`src/rtl/tx_frame_arbiter_if.sv`:
```
// Handshake bundle between the two frame sources, the arbiter and the transmit path.
// master: the environment side (sources and tx sink); slave: the arbiter.
interface tx_frame_arbiter_if;
    logic       req0_pct_qued;
    logic [7:0] req0_data;
    logic       req0_valid;
    logic       req0_last;
    logic       req0_ready;
    logic       req1_pct_qued;
    logic [7:0] req1_data;
    logic       req1_valid;
    logic       req1_last;
    logic       req1_ready;
    logic [7:0] tx_data;
    logic       tx_valid;
    logic       tx_last;
    logic       tx_src;
    logic       tx_ready;
    logic       tx_busy;
    logic       len_err;

    modport master (
        output req0_pct_qued, req0_data, req0_valid, req0_last,
        input  req0_ready,
        output req1_pct_qued, req1_data, req1_valid, req1_last,
        input  req1_ready,
        input  tx_data, tx_valid, tx_last, tx_src, tx_busy, len_err,
        output tx_ready
    );

    modport slave (
        input  req0_pct_qued, req0_data, req0_valid, req0_last,
        output req0_ready,
        input  req1_pct_qued, req1_data, req1_valid, req1_last,
        output req1_ready,
        output tx_data, tx_valid, tx_last, tx_src, tx_busy, len_err,
        input  tx_ready
    );
endinterface

```
`src/rtl/tx_frame_arbiter.sv`:
```
// Frame-granular round-robin arbiter for two byte-stream sources sharing one
// transmit path; enforces the inter-frame gap and truncates/drains overlong frames.
module tx_frame_arbiter #(
    parameter int unsigned IFG_CYCLES = 12,
    parameter int unsigned MAX_LEN    = 1518,
    parameter int unsigned LEN_W      = 11
) (
    input  logic              clk,
    input  logic              rst,
    tx_frame_arbiter_if.slave bus
);
    typedef enum logic [1:0] {IDLE, XFER, DRAIN, GAP} state_t;

    localparam int unsigned GAP_W = (IFG_CYCLES > 1) ? $clog2(IFG_CYCLES) : 1;

    state_t             state, state_nxt;
    logic [LEN_W-1:0]   byte_cnt, byte_cnt_nxt;
    logic [GAP_W-1:0]   gap_cnt, gap_cnt_nxt;
    logic               grant, grant_nxt;
    logic               last_grant, last_grant_nxt;
    logic               len_err_q, len_err_nxt;

    logic [7:0]         g_data;
    logic               g_valid;
    logic               g_last;
    logic               g_ready;
    logic               at_max;

    always_comb begin
        g_data  = grant ? bus.req1_data  : bus.req0_data;
        g_valid = grant ? bus.req1_valid : bus.req0_valid;
        g_last  = grant ? bus.req1_last  : bus.req0_last;
    end

    // Next accept would be byte number MAX_LEN.
    assign at_max = (byte_cnt == LEN_W'(MAX_LEN - 1));

    always_ff @(posedge clk or negedge rst) begin
        if (!rst) begin
            state      <= IDLE;
            byte_cnt   <= '0;
            gap_cnt    <= '0;
            grant      <= 1'b0;
            last_grant <= 1'b1;
            len_err_q  <= 1'b0;
        end else begin
            state      <= state_nxt;
            byte_cnt   <= byte_cnt_nxt;
            gap_cnt    <= gap_cnt_nxt;
            grant      <= grant_nxt;
            last_grant <= last_grant_nxt;
            len_err_q  <= len_err_nxt;
        end
    end

    always_comb begin
        state_nxt      = state;
        byte_cnt_nxt   = byte_cnt;
        gap_cnt_nxt    = gap_cnt;
        grant_nxt      = grant;
        last_grant_nxt = last_grant;
        len_err_nxt    = 1'b0;
        g_ready        = 1'b0;
        bus.tx_data    = '0;
        bus.tx_valid   = 1'b0;
        bus.tx_last    = 1'b0;

        case (state)
            IDLE: begin
                if (bus.req0_pct_qued || bus.req1_pct_qued) begin
                    // Contention goes to whichever source did not send last.
                    grant_nxt = (bus.req0_pct_qued && bus.req1_pct_qued) ? ~last_grant
                                                                         : bus.req1_pct_qued;
                    state_nxt = XFER;
                end
            end
            XFER: begin
                bus.tx_data  = g_data;
                bus.tx_valid = g_valid;
                bus.tx_last  = g_last | at_max;
                g_ready      = bus.tx_ready;
                if (g_valid && bus.tx_ready) begin
                    if (g_last) begin
                        state_nxt      = GAP;
                        last_grant_nxt = grant;
                        byte_cnt_nxt   = '0;
                    end else if (at_max) begin
                        state_nxt    = DRAIN;
                        len_err_nxt  = 1'b1;
                        byte_cnt_nxt = byte_cnt + LEN_W'(1);
                    end else begin
                        byte_cnt_nxt = byte_cnt + LEN_W'(1);
                    end
                end
            end
            DRAIN: begin
                g_ready = 1'b1;
                if (g_valid && g_last) begin
                    state_nxt      = GAP;
                    last_grant_nxt = grant;
                    byte_cnt_nxt   = '0;
                end
            end
            GAP: begin
                if (gap_cnt == GAP_W'(IFG_CYCLES - 1)) begin
                    gap_cnt_nxt = '0;
                    state_nxt   = IDLE;
                end else begin
                    gap_cnt_nxt = gap_cnt + GAP_W'(1);
                end
            end
            default: state_nxt = IDLE;
        endcase

        bus.req0_ready = g_ready & ~grant;
        bus.req1_ready = g_ready & grant;
    end

    assign bus.tx_src  = grant;
    assign bus.tx_busy = (state != IDLE);
    assign bus.len_err = len_err_q;
endmodule

```
`src/flat_wrapper.sv`:
```
// flat-port wrapper written by rule: the top's interface ports become plain ports
module tx_frame_arbiter_flat 
#(
    parameter int unsigned IFG_CYCLES = 12,
    parameter int unsigned MAX_LEN    = 1518,
    parameter int unsigned LEN_W      = 11
)
  (clk, rst, bus_req0_pct_qued, bus_req0_data, bus_req0_valid, bus_req0_last, bus_req0_ready, bus_req1_pct_qued, bus_req1_data, bus_req1_valid, bus_req1_last, bus_req1_ready, bus_tx_data, bus_tx_valid, bus_tx_last, bus_tx_src, bus_tx_busy, bus_len_err, bus_tx_ready);
  tx_frame_arbiter_if bus_i ();
  input  logic clk;
  input  logic rst;
  input wire logic [$bits(bus_i.req0_pct_qued)-1:0] bus_req0_pct_qued;
  input wire logic [$bits(bus_i.req0_data)-1:0] bus_req0_data;
  input wire logic [$bits(bus_i.req0_valid)-1:0] bus_req0_valid;
  input wire logic [$bits(bus_i.req0_last)-1:0] bus_req0_last;
  output wire logic [$bits(bus_i.req0_ready)-1:0] bus_req0_ready;
  input wire logic [$bits(bus_i.req1_pct_qued)-1:0] bus_req1_pct_qued;
  input wire logic [$bits(bus_i.req1_data)-1:0] bus_req1_data;
  input wire logic [$bits(bus_i.req1_valid)-1:0] bus_req1_valid;
  input wire logic [$bits(bus_i.req1_last)-1:0] bus_req1_last;
  output wire logic [$bits(bus_i.req1_ready)-1:0] bus_req1_ready;
  output wire logic [$bits(bus_i.tx_data)-1:0] bus_tx_data;
  output wire logic [$bits(bus_i.tx_valid)-1:0] bus_tx_valid;
  output wire logic [$bits(bus_i.tx_last)-1:0] bus_tx_last;
  output wire logic [$bits(bus_i.tx_src)-1:0] bus_tx_src;
  output wire logic [$bits(bus_i.tx_busy)-1:0] bus_tx_busy;
  output wire logic [$bits(bus_i.len_err)-1:0] bus_len_err;
  input wire logic [$bits(bus_i.tx_ready)-1:0] bus_tx_ready;
  assign bus_i.req0_pct_qued = bus_req0_pct_qued;
  assign bus_i.req0_data = bus_req0_data;
  assign bus_i.req0_valid = bus_req0_valid;
  assign bus_i.req0_last = bus_req0_last;
  assign bus_req0_ready = bus_i.req0_ready;
  assign bus_i.req1_pct_qued = bus_req1_pct_qued;
  assign bus_i.req1_data = bus_req1_data;
  assign bus_i.req1_valid = bus_req1_valid;
  assign bus_i.req1_last = bus_req1_last;
  assign bus_req1_ready = bus_i.req1_ready;
  assign bus_tx_data = bus_i.tx_data;
  assign bus_tx_valid = bus_i.tx_valid;
  assign bus_tx_last = bus_i.tx_last;
  assign bus_tx_src = bus_i.tx_src;
  assign bus_tx_busy = bus_i.tx_busy;
  assign bus_len_err = bus_i.len_err;
  assign bus_i.tx_ready = bus_tx_ready;
  tx_frame_arbiter #(.IFG_CYCLES(IFG_CYCLES), .MAX_LEN(MAX_LEN), .LEN_W(LEN_W)) u_core (.clk(clk), .rst(rst), .bus(bus_i));
endmodule
```
`config.mk`:
```
export PLATFORM = sky130hd
export DESIGN_NAME = tx_frame_arbiter_flat
export DESIGN_NICKNAME = d
export VERILOG_FILES = /design/src/rtl/tx_frame_arbiter_if.sv /design/src/rtl/tx_frame_arbiter.sv /design/src/flat_wrapper.sv
export SDC_FILE = /design/constraint.sdc
export NUM_CORES = 1
export LEC_CHECK = 0
export CAP_MARGIN = 20
export CORE_ASPECT_RATIO = 0.9
export CORE_MARGIN = 3
export CORE_UTILIZATION = 35
export CTS_BUF_LIST = sky130_fd_sc_hd__clkbuf_8
export DETAILED_ROUTE_END_ITERATION = 10
export SYNTH_ARGS = -nofsm -noshare
export SYNTH_HDL_FRONTEND = slang
export SYNTH_SLANG_ARGS = --single-unit
```
`constraint.sdc`:
```
create_clock -name clk -period 5 [get_ports clk]
set_clock_uncertainty 0.1 [all_clocks]
set_input_delay 0.75 -clock clk [delete_from_list [all_inputs] [get_ports clk]]
set_output_delay 0.75 -clock clk [all_outputs]
set_load 0.02 [all_outputs]
```
# Word-level counts from Yosys, hierarchy flattened
# Index checks and enable logic that the tools add are counted.
# op_classes
bitwise,5
n_reduce_logical,11
n_eq_ne,11
mux,28
add_sub_neg,2
# op_table
op,count
$mux 11,3
$pmux 11 s2,1
$mux 8,2
$mux 1,12
$mux 2,6
$add 11x1->11 const B,1
$eq 11x11->1 const B,1
$ne 2x1->1 const B,5
$pmux 2 s4,1
$reduce_and 5->1,1
$add 4x1->4 const B,1
$eq 2x2->1 const B,2
$eq 4x4->1 const B,1
$mux 4,1
$pmux 1 s2,2
$reduce_and 4->1,1
$reduce_bool 2->1,2
$logic_and 1x1->1,3
$ne 3x1->1 const B,1
$reduce_and 3->1,1
$and 1x1->1,2
$eq 2x1->1 const B,1
$logic_not 2->1,1
$not 1->1,2
other kinds (3),3
# word_totals
input_bits,25
reg_bits,20
elab_cells,63
out_inout_bits,15

# Longest topological paths before layout
# Gate-level depths: netlist of run 1.
# logic_depth
depth_word,5
depth_mapped,8

# Worst setup path before layout of run 1
# No wires, ideal clock.
# synth_path
path_kind,register to output
start,register u_core.grant (netlist: u_core.bus.tx_src)
end,output bus_tx_data[1]
t_arrival_ps,1405
stages_incl_launch_ff,5
slack_ps,2745
cell_sequence,dfrtp_1 -> buf_6 -> clkbuf_1 -> mux2i_1 -> nor2_1
# synth_via
elab_chain_len,2
# synth_rtl
item,line_no,text
from (decl),tx_frame_arbiter.sv:19,"logic grant, grant_nxt;"
from (signal assigned),tx_frame_arbiter.sv:50,grant <= grant_nxt;
$mux 8,tx_frame_arbiter.sv:30,g_data = grant ? bus.req1_data : bus.req0_data;
$mux 8,tx_frame_arbiter.sv:68,case (state)
to (decl),flat_wrapper.sv:22,output wire logic [$bits(bus_i.tx_data)-1:0] bus_tx_data;
# No other way between the ends.

# Final worst setup path of run 1
# layout_path
start,input bus_tx_ready
end,output bus_req0_ready
# layout_via
elab_chain_len,2
# layout_rtl
item,line_no,text
from (decl),flat_wrapper.sv:28,input wire logic [$bits(bus_i.tx_ready)-1:0] bus_tx_ready;
$pmux 1 s2,tx_frame_arbiter.sv:68,
$and 1x1->1,tx_frame_arbiter.sv:115,bus.req0_ready = g_ready & ~grant;
to (decl),flat_wrapper.sv:16,output wire logic [$bits(bus_i.req0_ready)-1:0] bus_req0_ready;
# No other way between the ends.

==> out/qor.yml, run 1 <==
status:
  outcome: "complete, no violations"
setup_path:
  path_class: "primary input to primary output"
  required_ns: 4.15
  startpoint_type: "primary input"
  worst_ep_arrival_time_ns: 2.28
  crit_fanout: 3
  critPathCaptureType: "primary output"
finish:
  final_cell_area_um2: 1829
  nNetsFinal: 220
  stdcell_count: 231
  regArea_um2: 501.7
  fillers: 317
  insertedDiodeCount: 0
  final_layout_size_suffix_gt1_share_pct: 6.417
  multiInputGateArea_um2: 780.7
  areaGrowthSynthToFinish_pct: 35.87
logic_synthesis:
  syn-cell-area_um2: 1346
  synth_largest_area_cell: "dfrtp_1"
  avgSynthCellArea_um2: 9.036
  yosysSeqAreaShare_pct: 37.27
  ys_dominant_reg_cell: "dfrtp_1"
  async_flop_share_pct: 100.0
  synth-edff-count: 0
  synth-seq-cells: 20
  syn_inst: 149
  ys.warnings.count: 0
  synth_nets: 181
  synth_cell_type_count: 37
  synth_top_area_share_pct: 35.32
  synth.area.top_cells: "dfrtp_1 (35%), o21ai_0 (7.4%), mux2i_1 (6.7%), ha_1 (6.5%), nor2_1 (5.6%)"
detailed_routing:
  routedWlPerCell_um: 13.90
  drt_pass1_iterations: 4
  wl_mm: 3.211
  detail-route-antenna-nets: 0
  dr.first_iter.drc_count: 33
  num_vias: 1206
  viasPerCell: 5.221
  drc: 0
run:
  maxCapViolations: 0
clocking:
  cts_made_buffers: 3
  cts_sinks: 20
  postCtsSetupBuffers: 0
  clock_latency_ns: 0.26
  cts.hold.buffers_added: 0
  htree_levels: 1
  cts-root-buf: "clkbuf_8"
  cts_resized: 0
  clk_pin_slew_ns: 0.08
  cts_tree: "built"
  cts.path.max_buffers: 2
pwr:
  seqPwrFrac_pct: 30.1
  swShare_pct: 39.93
  intPower_mw: 0.5494
  p_leak_nw: 0.7830
  peakVddDrop_mv: 0.1693
  power_density_nw_per_um2: 500.0
  combPwrFrac_pct: 52.6
  p_sw_mw: 0.3652
  p_clk_share_pct: 17.3
timing:
  hold_ws_ns: 0.4192
  setup_tns_ns: 0
  fin_crit_ns: 3.128
  fin_ws_ns: 1.872
  setup_viol: 0
  relSlewSlack_pct: 39.30
  drv_slew: 0
  worst_pin_slew_ns: 0.9077
  fmax_mhz: 319.7
  period_share_pct: 62.55
  timing.final.hold_violations: 0
  grt_setup_unrepaired: "false"
global_routing:
  grt_pass1_vias: 1093
  grtUsageMet1_pct: 17.77
  grt_max_degree: 21
  grt-busiest-layer: "met2"
  antenna_found_initial: 0
  grt_usage_pct: 13.77
  overflow: 0
  grt_use_met3_pct: 3.411
  use_met2_pct: 22.71
  grt_first_pass_wirelength_mm: 5.085
die:
  start_util_pct: 38.16
  core_um2: 3528
  die_area_um2: 4628
  pin_count: 40
  fp.dieW_um: 71.38
  die_height_um: 64.84
  placementRows: 20
placed_design:
  place_congestion: 0.7946
  dpl.hpwl_mm: 2.496
  portBuffers: 39
  placed_cell_area_um2: 1758
  place_ws_ns: 1.861
  placed_cells: 227
hold_path:
  hold_path.class: "flip-flop to flip-flop"
final cells by class:
| cell class | count | area share, % |
|---|---|---|
| well taps | 44 | 3.010 |
| multi-input cells | 116 | 42.68 |
| clock buffers | 3 | 2.257 |
| clock inverters | 1 | 1.642 |
| flip-flops and latches | 20 | 27.43 |
| inverters | 8 | 1.642 |
| repair buffers | 39 | 21.34 |
flip-flops by register name (all words and copies together) (netlist names):
signal / flops
u_core.bus.len_err: 1
u_core.bus.tx_src: 1
u_core.byte_cnt: 11
u_core.gap_cnt: 4
u_core.last_grant: 1
u_core.state: 2
layout by cell type (no fill, tap or decap), types with 2 or more instances in the layout:
cell,Yosys,routed
clkdlybuf4s50_1,0,39
nor2_1,20,20
o21ai_0,20,20
dfrtp_1,19,19
nand2_1,13,13
mux2i_1,9,9
inv_1,8,8
ha_1,7,7
nand3_1,6,6
nor3_1,5,5
a21oi_1,3,3
mux2_2,3,3
nand2b_1,3,3
clkbuf_8,0,3
and3_1,2,2
xnor2_1,2,2
o41ai_2,2,2
nor2b_1,2,2
o31ai_1,2,2
final timing paths:
kind	startpoint	endpoint	slack (ns)	cells past startpoint
min in group asynchronous	rst	u_core.gap_cnt[0]	0.90	1
worst min register to register	u_core.byte_cnt[3]	u_core.byte_cnt[3]	0.42	1
worst max register to register	u_core.bus.tx_src	u_core.byte_cnt[7]	2.57	5
worst max-delay path	bus_tx_ready	bus_req0_ready	1.87	5
max in group asynchronous	rst	u_core.byte_cnt[7]	3.34	1
worst min-delay path	u_core.byte_cnt[3]	u_core.byte_cnt[3]	0.42	1
metal layers:
layer | vias up | part of all wire (%)
li1 | 605 | -
met1 | 568 | 46
met2 | 27 | 47
met3 | 6 | 5.3
met4 | 0 | 1.2
met5 | - | 0
synth_stat cells, types with 2 or more instances:
master     n
nand2b_1   3
nor3_1     5
mux2_2     3
o21ai_0   20
dfrtp_1   19
ha_1       7
o31ai_1    2
xnor2_1    2
nor2_1    20
nor2b_1    2
a21oi_1    3
nand2_1   13
nand3_1    6
mux2i_1    9
o41ai_2    2
and3_1     2
inv_1      8
clkbuf_1   3
buf_6      2
cells by family after synthesis:
kind of cell | share of synthesized area [%]
flops | 37.27
simple gates | 21.56
xor+xnor | 1.301
fa+ha+maj | 6.505
compound gates | 17.75
buf+inv | 4.740
mux | 10.87
worst max-delay path: stages:
cell and delay (ns):
clkdlybuf4s50_1 0.53, and2_1 0.16, o21ai_0 0.10, nor2_1 0.11, clkdlybuf4s50_1 0.62
power by group through the flow:
stage,Sequential (mW),Clock (mW),Combinational [mW]
floorplan,0.249,0,0.350
global placement,0.275,0,0.471
global route,0.284,0.171,0.523
finish,0.275,0.159,0.481
detailed placement,0.280,0,0.483
CTS,0.276,0.163,0.484
per-stage QoR:
stage	power, mW	utilization [%]
2_1_floorplan	0.5991	-
3_3_place_gp	0.7466	49.82
3_5_place_dp	0.7623	49.82
4_1_cts	0.9235	51.84
5_1_grt	0.9781	51.84
6_report	0.9147	51.84
Note: power is estimated with default switching activity, not from simulation.
==> run 2: changes to the inputs <==
Clock period 5 ns to 3.2 ns, I/O delays scaled along.
==> run 2 against run 1 <==
Cell count stayed put. Core utilization stayed put. Critical path depth is 2 lower. Global-route usage is 0.58 points higher. Total power is 56% higher. Sequential power is 55% higher. Largest cell class unchanged. Register-to-register slack worse by 1.8 ns. Sequential cell count stayed put. Via count is 2.0% lower. Worst hold slack worse by 0.017 ns. Clock power is 57% higher.
==> out/qor.yml, run 2 (synthesis results as in run 1) <==
clocking:
  cts_made_buffers: 3  # unchanged
  postCtsSetupBuffers: 0  # unchanged
  clk_pin_slew_ns: 0.08  # about the same
  cts_tree: "built"  # unchanged
  htree_levels: 1  # unchanged
  cts.path.max_buffers: 2  # unchanged
  cts.hold.buffers_added: 0  # unchanged
  clock_latency_ns: 0.26  # about the same
  cts_sinks: 20  # unchanged
  cts-root-buf: "clkbuf_8"  # unchanged
  cts_resized: 0  # unchanged
finish:
  layout_common_cells: "clkdlybuf4s50_1 (39), nor2_1 (20), o21ai_0 (20), dfrtp_1 (19), nand2_1 (13)"  # unchanged
  stdcell_count: 231  # unchanged
  areaGrowthSynthToFinish_pct: 35.87  # unchanged
  final_layout_size_suffix_gt1_share_pct: 6.417  # unchanged
  largest_reg_flops: 11  # unchanged
  layout_commonest_cell: "clkdlybuf4s50_1"  # unchanged
  nNetsFinal: 220  # unchanged
  insertedDiodeCount: 0  # unchanged
  top_register: "u_core.byte_cnt"  # unchanged
  top_regs: "u_core.byte_cnt: 11 flops, u_core.gap_cnt: 4 flops, u_core.state: 2 flops"  # unchanged
run:
  maxCapViolations: 0  # unchanged
global_routing:
  grt_pass1_vias: 1159  # was 1093
  antenna_found_initial: 0  # unchanged
  grt_max_degree: 21  # unchanged
  grt_usage_pct: 14.35  # was 13.77%
  grt_first_pass_wirelength_mm: 5.395  # was 5.085 mm
  overflow: 0  # unchanged
timing:
  timing.final.hold_violations: 0  # unchanged
  fin_crit_ns: 2.825
  grt_setup_unrepaired: "false"  # unchanged
  fmax_mhz: 354.0
  period_share_pct: 88.28
  setup_viol: 0  # unchanged
  relSlewSlack_pct: 40.41  # was 39.30%
  drv_slew: 0  # unchanged
  worst_pin_slew_ns: 0.8910  # was 0.9077 ns
  setup_tns_ns: 0  # unchanged
die:
  die_height_um: 64.84  # unchanged
  die_area_um2: 4628  # unchanged
  fp.dieW_um: 71.38  # unchanged
  start_util_pct: 38.16  # unchanged
  core_um2: 3528  # unchanged
  pin_count: 40  # unchanged
  placementRows: 20  # unchanged
detailed_routing:
  detail-route-antenna-nets: 0  # unchanged
  wl_met3_um: 179  # was 171 um
  routedWlPerCell_um: 13.60  # was 13.90 um
  drc: 0  # unchanged
  viasPerCell: 5.117  # was 5.221
  dr.first_iter.drc_count: 66  # was 33
  highest_layer: "met4"  # unchanged
  wl_met2_mm: 1.473  # was 1.509 mm
  wl_mm: 3.141  # was 3.211 mm
  num_vias: 1182  # was 1206
  drt_pass1_iterations: 4  # unchanged
  m1WireLength_mm: 1.460  # was 1.491 mm
pwr:
  peakVddDrop_mv: 0.2321  # was 0.1693 mV
  p_leak_nw: 0.7830  # unchanged
  power_density_nw_per_um2: 780.4  # was 500.0 nW/um^2
setup_path:
  path_class: "flip-flop to primary output"  # was primary input to primary output
  startpoint_type: "flip-flop"  # was primary input
  cp_slowest_cell: "dfrtp_1"  # was clkdlybuf4s50_1
  crit_fanout: 15  # was 3
  crit_chain: "mux2i_4 > a21oi_1 > clkdlybuf4s50_1"  # was clkdlybuf4s50_1 > and2_1 > o21ai_0 > nor2_1 > clkdlybuf4s50_1
  required_ns: 2.62  # was 4.15 ns
  worst_ep_arrival_time_ns: 2.24  # was 2.28 ns
  cpPeakStageDelay_ns: 0.80  # was 0.62 ns
  critPathCaptureType: "primary output"  # unchanged
placed_design:
  dpl.hpwl_mm: 2.470  # was 2.496 mm
  place_congestion: 0.7735  # was 0.7946
  placed_cells: 227  # unchanged
  portBuffers: 39  # unchanged
status:
  outcome: "complete, no violations"  # unchanged
hold_path:
  hold_path.class: "flip-flop to flip-flop"  # unchanged
## run 2: cell counts in the layout (fill, tap and decap cells not counted)
Identical to the previous run, type by type.
## run 2: area by class of cell
type | instances | area (um^2)
Fill cell | 319 | 1699
Clock buffer | 3 | 41.29
Tap cell | 44 | 55.05
Inverter | 8 | 30.03
Multi-Input combinational cell | 116 | 780.7
Sequential cell | 20 | 501.7
Clock inverter | 1 | 30.03
Timing Repair Buffer | 39 | 390.4
## run 2: worst paths after layout
| kind | slack, ns | startpoint | end | cells after the start |
|---|---|---|---|---|
| max | 0.38 | u_core.bus.tx_src | bus_tx_last | 3 |
| min in group asynchronous | 0.62 | rst | u_core.gap_cnt[3] | 1 |
| min | 0.40 | u_core.byte_cnt[3] | u_core.byte_cnt[3] | 1 |
| max in group asynchronous | 1.83 | rst | u_core.bus.len_err | 1 |
| max reg2reg | 0.82 | u_core.bus.tx_src | u_core.byte_cnt[8] | 5 |
| min reg2reg | 0.40 | u_core.byte_cnt[3] | u_core.byte_cnt[3] | 1 |
## run 2: through the flow
| step | total power [mW] | utilization [%] | hold WS [ns] | area [um^2] | setup WS, ns |
|---|---|---|---|---|---|
| after global routing | 1.542 | 51.84 | 0.4358 | 1829 | 0.2407 |
| after global placement | 1.166 | 49.82 | 0.3892 | 1758 | 0.6221 |
| after floorplan | 0.9361 | - | 0.08441 | 1346 | 1.215 |
| final | 1.428 | 51.84 | 0.4021 | 1829 | 0.3750 |
| after CTS | 1.448 | 51.84 | 0.4078 | 1829 | 0.3560 |
| after detailed placement | 1.193 | 49.82 | 0.3969 | 1758 | 0.6153 |
## run 2: where the power goes
part / total [mW] / switching, mW / internal, mW / leakage [nW]
clock: 0.249 / 0.0825 / 0.167 / 0.0357
combinational: 0.752 / 0.383 / 0.369 / 0.488
sequential: 0.426 / 0.104 / 0.322 / 0.260
## run 2: metal layers
| layer | track usage (%) | vias to the layer above |
|---|---|---|
| met4 | 3.991 | 0 |
| met3 | 3.566 | 4 |
| met1 | 19.18 | 548 |
| met2 | 22.94 | 28 |
| li1 | - | 602 |
| met5 | 0 | - |
## run 2: critical path: cells and delay by family (launching register included)
| family | cells | cell delay [ns] |
|---|---|---|
| buf+inv | 1 | 0.55 |
| compound gates | 1 | 0.14 |
| mux | 1 | 0.49 |
| flops | 1 | 0.80 |
